File: src/rtl/steer_pkg.sv
// Shared types for the dual-rail steer feeder: FSM states and rail encodings.
package steer_pkg;

  typedef enum logic [1:0] {
    RESYNC = 2'd0,
    READY  = 2'd1,
    DATA   = 2'd2
  } state_t;

  localparam logic [1:0] RAIL_NULL = 2'b00;
  localparam logic [1:0] RAIL_0    = 2'b01;
  localparam logic [1:0] RAIL_1    = 2'b10;

  function automatic logic [1:0] rail(input logic b);
    return b ? RAIL_1 : RAIL_0;
  endfunction

endpackage

File: src/rtl/steer_feed_d2_if.sv
// Producer handshake plus the dual-rail link to the asynchronous steer stage.
// Handshake: a word moves when in_valid & in_ready are both high at a rising clk edge;
// in_valid/in_data/in_sel must hold until then. acomp is asynchronous (four-phase).
interface steer_feed_d2_if;
  logic       in_valid;
  logic       in_ready;
  logic       in_data;
  logic       in_sel;
  logic [1:0] A;
  logic [1:0] steerin;
  logic       acomp;

  modport master (output in_valid, in_data, in_sel, acomp,
                  input  in_ready, A, steerin);
  modport slave  (input  in_valid, in_data, in_sel, acomp,
                  output in_ready, A, steerin);
endinterface

File: src/rtl/steer_fifo.sv
// Small synchronous FIFO; push is ignored when full even if a pop happens that cycle.
module steer_fifo #(
  parameter int DEPTH = 4,
  parameter int W     = 2
) (
  input  logic                     clk,
  input  logic                     rst_n,
  input  logic                     push,
  input  logic                     pop,
  input  logic [W-1:0]             wdata,
  output logic [W-1:0]             rdata,
  output logic                     full,
  output logic                     empty,
  output logic [$clog2(DEPTH):0]   level
);
  localparam int AW = $clog2(DEPTH);

  logic [W-1:0] mem [DEPTH];
  logic [AW:0]  wr_ptr;
  logic [AW:0]  rd_ptr;
  logic         do_push;
  logic         do_pop;

  assign level   = wr_ptr - rd_ptr;
  assign full    = (level == (AW+1)'(DEPTH));
  assign empty   = (level == '0);
  assign do_push = push && !full;
  assign do_pop  = pop && !empty;
  assign rdata   = mem[rd_ptr[AW-1:0]];

  always_ff @(posedge clk or negedge rst_n) begin
    if (!rst_n) begin
      wr_ptr <= '0;
      rd_ptr <= '0;
    end else begin
      if (do_push) wr_ptr <= wr_ptr + 1'b1;
      if (do_pop)  rd_ptr <= rd_ptr + 1'b1;
    end
  end

  // Storage needs no reset: the pointers alone define what is valid.
  always_ff @(posedge clk) begin
    if (do_push) mem[wr_ptr[AW-1:0]] <= wdata;
  end

endmodule

File: src/rtl/steer_feed_d2.sv
// Clocked feeder for a dual-rail steer stage: FIFO -> DATA/NULL wavefronts,
// completion taken from a synchronized acomp. A and steerin come straight from flops.
module steer_feed_d2
  import steer_pkg::*;
#(
  parameter int DEPTH       = 4,
  parameter int SYNC_STAGES = 2,
  parameter int CNT_W       = 16
) (
  input  logic                   clk,
  input  logic                   init_n,
  steer_feed_d2_if.slave         bus,
  output logic [$clog2(DEPTH):0] level,
  output logic [CNT_W-1:0]       xfer_cnt,
  output logic                   proto_err,
  output state_t                 state_dbg
);

  logic [SYNC_STAGES-1:0] sync_q;
  logic                   ack_s;
  logic                   rdy_en;
  logic                   full;
  logic                   empty;
  logic                   push;
  logic                   pop;
  logic [1:0]             head;
  state_t                 state;
  logic [1:0]             word_q;
  logic                   load_q;
  logic [1:0]             a_q;
  logic [1:0]             st_q;
  logic [CNT_W-1:0]       xfer_q;
  logic                   err_q;

  always_ff @(posedge clk or negedge init_n) begin
    if (!init_n) sync_q <= '0;
    else         sync_q <= {sync_q[SYNC_STAGES-2:0], bus.acomp};
  end
  assign ack_s = sync_q[SYNC_STAGES-1];

  // Holds in_ready low through reset and releases it on the first clock after.
  always_ff @(posedge clk or negedge init_n) begin
    if (!init_n) rdy_en <= 1'b0;
    else         rdy_en <= 1'b1;
  end

  assign bus.in_ready = rdy_en && !full;
  assign push         = bus.in_valid && bus.in_ready;
  assign pop          = (state == READY) && !ack_s && !empty;

  steer_fifo #(.DEPTH(DEPTH), .W(2)) u_fifo (
    .clk   (clk),
    .rst_n (init_n),
    .push  (push),
    .pop   (pop),
    .wdata ({bus.in_data, bus.in_sel}),
    .rdata (head),
    .full  (full),
    .empty (empty),
    .level (level)
  );

  // Entering DATA pops the word; load_q marks the one cycle spent still driving
  // NULL while the popped word is loaded into the rail flops.
  always_ff @(posedge clk or negedge init_n) begin
    if (!init_n) begin
      state  <= RESYNC;
      word_q <= '0;
      load_q <= 1'b0;
      a_q    <= RAIL_NULL;
      st_q   <= RAIL_NULL;
      xfer_q <= '0;
      err_q  <= 1'b0;
    end else begin
      case (state)
        RESYNC: if (!ack_s) state <= READY;
        READY: begin
          if (ack_s) begin
            err_q <= 1'b1;
            state <= RESYNC;
          end else if (!empty) begin
            word_q <= head;
            load_q <= 1'b1;
            state  <= DATA;
          end
        end
        DATA: begin
          if (load_q) begin
            load_q <= 1'b0;
            if (ack_s) begin
              err_q <= 1'b1;
              state <= RESYNC;
            end else begin
              a_q  <= rail(word_q[1]);
              st_q <= rail(word_q[0]);
            end
          end else if (ack_s) begin
            a_q    <= RAIL_NULL;
            st_q   <= RAIL_NULL;
            xfer_q <= xfer_q + 1'b1;
            state  <= RESYNC;
          end
        end
        default: state <= RESYNC;
      endcase
    end
  end

  assign bus.A       = a_q;
  assign bus.steerin = st_q;
  assign xfer_cnt    = xfer_q;
  assign proto_err   = err_q;
  assign state_dbg   = state;

endmodule

File: src/flat_wrapper.sv
// flat-port wrapper written by rule: the top's interface ports become plain ports
module steer_feed_d2_flat import steer_pkg::*;
#(
  parameter int DEPTH       = 4,
  parameter int SYNC_STAGES = 2,
  parameter int CNT_W       = 16
)
  (clk, init_n, level, xfer_cnt, proto_err, state_dbg, bus_in_valid, bus_in_data, bus_in_sel, bus_acomp, bus_in_ready, bus_A, bus_steerin);
  steer_feed_d2_if bus_i ();
  input  logic clk;
  input  logic init_n;
  output logic [$clog2(DEPTH):0] level;
  output logic [CNT_W-1:0] xfer_cnt;
  output logic proto_err;
  output state_t state_dbg;
  input wire logic [$bits(bus_i.in_valid)-1:0] bus_in_valid;
  input wire logic [$bits(bus_i.in_data)-1:0] bus_in_data;
  input wire logic [$bits(bus_i.in_sel)-1:0] bus_in_sel;
  input wire logic [$bits(bus_i.acomp)-1:0] bus_acomp;
  output wire logic [$bits(bus_i.in_ready)-1:0] bus_in_ready;
  output wire logic [$bits(bus_i.A)-1:0] bus_A;
  output wire logic [$bits(bus_i.steerin)-1:0] bus_steerin;
  assign bus_i.in_valid = bus_in_valid;
  assign bus_i.in_data = bus_in_data;
  assign bus_i.in_sel = bus_in_sel;
  assign bus_i.acomp = bus_acomp;
  assign bus_in_ready = bus_i.in_ready;
  assign bus_A = bus_i.A;
  assign bus_steerin = bus_i.steerin;
  steer_feed_d2 #(.DEPTH(DEPTH), .SYNC_STAGES(SYNC_STAGES), .CNT_W(CNT_W)) u_core (.clk(clk), .init_n(init_n), .bus(bus_i), .level(level), .xfer_cnt(xfer_cnt), .proto_err(proto_err), .state_dbg(state_dbg));
endmodule
File: config.mk
export PLATFORM = sky130hd
export DESIGN_NAME = steer_feed_d2_flat
export DESIGN_NICKNAME = d
export VERILOG_FILES = /design/src/rtl/steer_pkg.sv /design/src/rtl/steer_feed_d2_if.sv /design/src/rtl/steer_fifo.sv /design/src/rtl/steer_feed_d2.sv /design/src/flat_wrapper.sv
export SDC_FILE = /design/constraint.sdc
export NUM_CORES = 1
export LEC_CHECK = 0
export BUFFER_PORTS_ARGS = -buffer_cell sky130_fd_sc_hd__buf_2
export CAP_MARGIN = 20
export CORE_ASPECT_RATIO = 0.9
export CORE_MARGIN = 1.5
export CORE_UTILIZATION = 40
export CTS_CLUSTER_DIAMETER = 100
export DETAILED_ROUTE_END_ITERATION = 12
export HOLD_SLACK_MARGIN = 0.15
export PLACE_DENSITY_LB_ADDON = 0.15
export SLEW_MARGIN = 30
export SYNTH_ARGS = -nofsm -noshare
export SYNTH_HDL_FRONTEND = slang
export SYNTH_SLANG_ARGS = --single-unit
File: constraint.sdc
create_clock -name clk -period 3.3 [get_ports clk]
set_clock_uncertainty 0.05 [all_clocks]
set_input_delay 0.66 -clock clk [delete_from_list [all_inputs] [get_ports clk]]
set_output_delay 0.66 -clock clk [all_outputs]
set_load 0.005 [all_outputs]
==> results of run 1 <==
## layer usage
layer  wire, um  vias to the layer above  global-route usage
met2       1720                       31               0.238
met5          0                        -                   0
met1       1680                      648               0.195
met4         65                        0              0.0655
li1           -                      661                   -
met3        135                        7              0.0387
## power breakdown
group / total, mW / internal, mW / leakage (nW) / switching (mW)
registers: 0.756 / 0.650 / 0.507 / 0.106
clock network: 0.345 / 0.169 / 0.0482 / 0.176
logic: 0.713 / 0.364 / 0.594 / 0.349
## state kept, by name (all words and copies together), names as in the netlist
| register | cells |
|---|---|
| u_core.state_dbg | 2 |
| u_core.u_fifo.rd_ptr | 3 |
| u_core.load_q | 1 |
| u_core.bus.A | 2 |
| u_core.word_q | 2 |
| u_core.rdy_en | 1 |
| u_core.u_fifo.wr_ptr | 3 |
| u_core.bus.steerin | 2 |
| u_core.xfer_cnt | 16 |
| u_core.sync_q | 2 |
| u_core.u_fifo.mem | 8 |
| u_core.proto_err | 1 |
## cell type report
class,instances,area (sq um)
clock inverter,1,5.00
fill,483,2540
sequential,43,1120
timing repair buffer,32,160
clock buffer,7,86.3
multi-input combinational,117,871
inverter,9,33.8
tap,65,81.3
## logic make-up after synthesis
group / share of synthesized area
AO/OA/AOI/OAI: 0.0563
XOR/XNOR: 0.0925
multiplexers: 0.0545
flip-flops: 0.546
buffers and inverters: 0.0276
adder cells (fa/ha/maj): 0.0710
AND/OR/NAND/NOR: 0.150
other: 0.00184
## final timing paths
| kind | slack (ns) | end | start | depth (start not counted) |
|---|---|---|---|---|
| min in group asynchronous | 0.39 | u_core.xfer_cnt[1]$_DFFE_PN0P_ | init_n | 1 |
| min reg2reg | 0.31 | u_core.sync_q[1]$_DFF_PN0_ | u_core.sync_q[0]$_DFF_PN0_ | 0 |
| max reg2reg | 0.75 | u_core.u_fifo.rd_ptr[1]$_DFFE_PN0P_ | u_core.u_fifo.wr_ptr[0]$_DFFE_PN0P_ | 7 |
| min | 0.31 | u_core.sync_q[1]$_DFF_PN0_ | u_core.sync_q[0]$_DFF_PN0_ | 0 |
| max | 0.45 | bus_in_ready | u_core.u_fifo.wr_ptr[0]$_DFFE_PN0P_ | 7 |
| max in group asynchronous | 2.32 | u_core.u_fifo.rd_ptr[0]$_DFFE_PN0P_ | init_n | 1 |
## critical path, stage by stage (launching register included)
cell and delay [ns]:
dfrtp_1 0.38, inv_1 0.11, ha_1 0.23, fa_1 0.47
xnor3_1 0.24, nor2_1 0.21, nor2b_1 0.08, buf_2 0.13
## Yosys cell counts, types with 2 or more instances
master    count  area, sq um
nand4_1       5         31.3
nor2b_1       3         18.8
xor2_1        8         70.1
nand2_1      21         78.8
mux4_2        2         45.0
nand2b_1      2         12.5
xnor2_1      11         96.3
and2_1        3         18.8
mux2_4        3         45.0
nand3_1       6         30.0
o21ai_0       9         45.0
a22oi_1       2         15.0
edfxtp_1      8          240
nor3_1        2         10.0
a21oi_1       4         20.0
nor4_1        2         12.5
clkbuf_1      3         11.3
dfrtp_1      35          876
inv_1         9         33.8
ha_1         10          125
and3_1        3         18.8
nor2_1        7         26.3
==> results.txt, run 1 <==
status: finished, final reports clean
Final Instance Area: 0.00235 sq mm
Cell variety after synth: 37
Async S/R FF share, synth: 0.814
Critical Path Fanout Max: 4
ys flop type: dfrtp_1
nature of the critical path endpoint: primary output
slew margin rel.: 0.481
Final Max Slew Viols: 0
commonest non-fill, non-tap cell in the layout: dfrtp_1
number of diodes: 0
Hold WC Path Type: reg -> reg
worst path arrival time: 2.14 ns
WS Path Type: reg -> out
DIE AREA: 0.00555 sq mm
CTS Sinks: 43
placed cell area: 0.00226 sq mm
die width: 78.3 um
io pins: 33
Clock Path Buffers: 2
syn_area_per_cell: 11.8 sq um
Layout Nets: 225
core footprint: 0.00489 sq mm
#FFs+latches synth: 43
Min Clock Period, post-route: 2.85 ns
Final Cycle Share: 0.863
initial antenna violation count: 0
setup TNS: 0 ns
via/cell ratio: 4.92
DRC errors left: 0
DP Worst Slack: 0.749 ns
Final setup viols: 0
Layout area overhead: 15.2%
Fin. Hold Viols: 0
Syn Nets: 190
DP HPWL: 2.68 mm
Iter 0 DRT Violations: 57
CTS tree: yes
initial cell density of the core: 0.417
most frequent cells in the layout: dfrtp_1, buf_2, nand2_1, xnor2_1, ha_1
fin util: 0.481
detailed-route via count: 1,347
vias in the first global route: 1,303
Setup Buffers After CTS: 0
Fmax: 351 MHz
GRT overflow: 0
hold buffer count at CTS: 0
CTS clk-pin slew, worst paths: 0.08 ns
largest net degree at the start of global routing: 36
critical path startpoint category: flop
antenna viol nets, final: 0
Avg WL per Cell: 13.2 um
WHS: 0.308 ns
CTS H-tree lvls: 2
Max Cap Viol: 0
worst-margin pin slew: 0.778 ns
drt total wl: 3.61 mm
synth warn: 0
IO buf count: 32
share of cells above drive strength 1: 0.220
Die H: 70.8 um
CP required: 2.59 ns
Non-Filler Instances: 274
Num CTS Buffers: 5
Pre-Repair DR Iteration Count: 4
leakage dissipation: 1.15 nW
Synth Instances: 173
RSZ-0062 raised after global routing: no
Total GRT Usage: 0.150
RePlAce Congestion: 0.773
Resize count post-CTS: 0
Max VDD drop: 0.433 mV
Inst Count DP: 266
first-pass GRT wire length: 6.33 mm
Power per Cell Area: 770 mW/mm^2
clk_lat worst skew: 0.29 ns
Post-synth EDFFs: 8
clk root buf: clkbuf_8
Design Power: 1.81 mW
fin worst setup slack: 0.453 ns
num rows: 24
Mapped Area: 0.00204 sq mm
Seq/Total Area, Yosys: 0.546
Power figures use the tool's default switching activity.
==> run 2, diff against run 1 <==
--- a/config.mk
+++ b/config.mk
@@ -9,7 +9,7 @@
 export CAP_MARGIN = 20
 export CORE_ASPECT_RATIO = 0.9
 export CORE_MARGIN = 1.5
-export CORE_UTILIZATION = 40
+export CORE_UTILIZATION = 50
 export CTS_CLUSTER_DIAMETER = 100
 export DETAILED_ROUTE_END_ITERATION = 12
 export HOLD_SLACK_MARGIN = 0.15
==> results.txt, run 2 (synthesis results as in run 1) <==
status: finished, final reports clean (unchanged)
Total GRT Usage: 0.178 (was 0.150)
CTS clk-pin slew, worst paths: 0.08 ns (about the same)
slew margin rel.: 0.491 (was 0.481)
CTS Sinks: 43 (unchanged)
number of diodes: 0 (unchanged)
Die H: 63.6 um (was 70.8 um)
RSZ-0062 raised after global routing: no (unchanged)
worst path arrival time: 2.12 ns (was 2.14 ns)
Min Clock Period, post-route: 2.83 ns (was 2.85 ns)
CTS H-tree lvls: 2 (unchanged)
CTS tree: yes (unchanged)
Pre-Repair DR Iteration Count: 4 (unchanged)
Min-Delay Startpoint: u_core.sync_q[0]$_DFF_PN0_ (unchanged)
leakage dissipation: 1.15 nW (about the same)
num rows: 21 (was 24)
io pins: 33 (unchanged)
via/cell ratio: 5.22 (was 4.92)
max FFs per register: 16 (unchanged)
nature of the critical path endpoint: primary output (unchanged)
Final Cycle Share: 0.856 (was 0.863)
WS Path Type: reg -> out (unchanged)
fin util: 0.614 (was 0.481)
Resize count post-CTS: 0 (unchanged)
vias in the first global route: 1,326 (was 1,303)
initial cell density of the core: 0.536 (was 0.417)
DIE AREA: 0.00448 sq mm (was 0.00555 sq mm)
Final Instance Area: 0.00234 sq mm (was 0.00235 sq mm)
commonest non-fill, non-tap cell in the layout: dfrtp_1 (unchanged)
antenna viol nets, final: 0 (unchanged)
Non-Filler Instances: 255 (was 274)
Layout area overhead: 14.6% (was 15.2%)
drt total wl: 3.70 mm (was 3.61 mm)
Power per Cell Area: 793 mW/mm^2 (was 770 mW/mm^2)
placed cell area: 0.00224 sq mm (was 0.00226 sq mm)
CP cell instances: inv_1, ha_1, fa_1, xnor3_1, nor2_1, nor2b_1, buf_2 (unchanged)
Setup Buffers After CTS: 0 (unchanged)
DP HPWL: 2.73 mm (was 2.68 mm)
FF-to-FF End: u_core.word_q[1]$_DFFE_PN0P_ (was u_core.u_fifo.rd_ptr[1]$_DFFE_PN0P_)
Final Max Slew Viols: 0 (unchanged)
clk_lat worst skew: 0.29 ns (about the same)
DRC errors left: 0 (unchanged)
Crit-path slowest cell: fa_1 (unchanged)
GRT overflow: 0 (unchanged)
fin worst setup slack: 0.474 ns (was 0.453 ns)
Avg WL per Cell: 14.5 um (was 13.2 um)
IO buf count: 32 (unchanged)
Clock Path Buffers: 2 (unchanged)
clk root buf: clkbuf_8 (unchanged)
Final setup viols: 0 (unchanged)
die width: 70.4 um (was 78.3 um)
critical path startpoint category: flop (unchanged)
depth of the most critical reg-to-reg path: 7 (unchanged)
setup TNS: 0 ns (unchanged)
R2R setup slack: 0.73 ns (was 0.75 ns)
Fmax: 354 MHz (was 351 MHz)
hold buffer count at CTS: 0 (unchanged)
Largest stage delay, worst path: 0.48 ns (was 0.47 ns)
CP required: 2.59 ns (about the same)
Fin. Hold Viols: 0 (unchanged)
initial antenna violation count: 0 (unchanged)
detailed-route via count: 1,332 (was 1,347)
share of cells above drive strength 1: 0.220 (unchanged)
RePlAce Congestion: 0.823 (was 0.773)
Max VDD drop: 0.488 mV (was 0.433 mV)
worst-margin pin slew: 0.764 ns (was 0.778 ns)
largest net degree at the start of global routing: 36 (unchanged)
Critical Path Fanout Max: 4 (unchanged)
Num CTS Buffers: 5 (unchanged)
Inst Count DP: 247 (was 266)
first-pass GRT wire length: 6.21 mm (was 6.33 mm)
WHS Path Cells: 0 (unchanged)
Iter 0 DRT Violations: 96 (was 57)
Layout Nets: 225 (unchanged)
Worst Hold End: u_core.sync_q[1]$_DFF_PN0_ (unchanged)
FF-to-FF Start: u_core.u_fifo.wr_ptr[0]$_DFFE_PN0P_ (unchanged)
Max Cap Viol: 0 (unchanged)
Hold WC Path Type: reg -> reg (unchanged)
core footprint: 0.00381 sq mm (was 0.00489 sq mm)
most frequent cells in the layout: dfrtp_1, buf_2, nand2_1, xnor2_1, ha_1 (unchanged)
DP Worst Slack: 0.730 ns (was 0.749 ns)
[run 2: cell types whose count changed in the layout (fill, tap and decap cells not counted), sizes merged]
| cell | delta |
|---|---|
| clkbuf | -1 |
| clkinv | +1 |
[run 2: final cells by class]
type                            count  area, sq um
Clock buffer                        6         93.8
Clock inverter                      2         8.76
Fill cell                         327         1470
Inverter                            9         33.8
Multi-Input combinational cell    117          871
Sequential cell                    43         1120
Tap cell                           46         57.6
Timing Repair Buffer               32          160
[run 2: worst max-delay path by stage]
stage	start	slack, ns	endpoint	cells after the start
floorplan	u_core.u_fifo.wr_ptr[0]$_DFFE_PN0P_	0.87	u_core.u_fifo.rd_ptr[1]$_DFFE_PN0P_	8
global placement	u_core.u_fifo.rd_ptr[0]$_DFFE_PN0P_	0.81	u_core.word_q[0]$_DFFE_PN0P_	6
detailed placement	u_core.u_fifo.wr_ptr[0]$_DFFE_PN0P_	0.73	u_core.word_q[1]$_DFFE_PN0P_	7
CTS	u_core.u_fifo.wr_ptr[0]$_DFFE_PN0P_	0.45	bus_in_ready	7
global route	u_core.u_fifo.wr_ptr[0]$_DFFE_PN0P_	0.34	bus_in_ready	7
finish	u_core.u_fifo.wr_ptr[0]$_DFFE_PN0P_	0.47	bus_in_ready	7
[run 2: metal layers]
metal  part of all wire  wire length (um)  global-route usage
met5                  0                 0                   0
met1               0.46              1700               0.239
met4             0.0022                 8              0.0361
met3              0.035               129              0.0432
met2               0.50              1870               0.294
[run 2: per-stage QoR]
stage | power [mW] | hold WS [ns]
4_1_cts | 1.88 | 0.313
5_1_grt | 2.00 | 0.331
2_1_floorplan | 1.28 | 0.281
6_report | 1.86 | 0.315
3_3_place_gp | 1.45 | 0.289
3_5_place_dp | 1.50 | 0.295
[run 2: report_power, final]
part	leakage, nW	total (mW)	switching (mW)	internal [mW]
clock	0.0538	0.369	0.177	0.191
sequential	0.507	0.762	0.112	0.650
combinational	0.594	0.727	0.360	0.367
total	1.15	1.86	0.649	1.21
[run 2: worst max-delay path: cells and delay by family (launching register included)]
family / cells / cell delay [ns]
adders and majority gates: 2 / 0.71
buffers and inverters: 2 / 0.23
and+or+nand+nor: 2 / 0.25
xor gates and xnor gates: 1 / 0.24
DFF: 1 / 0.38
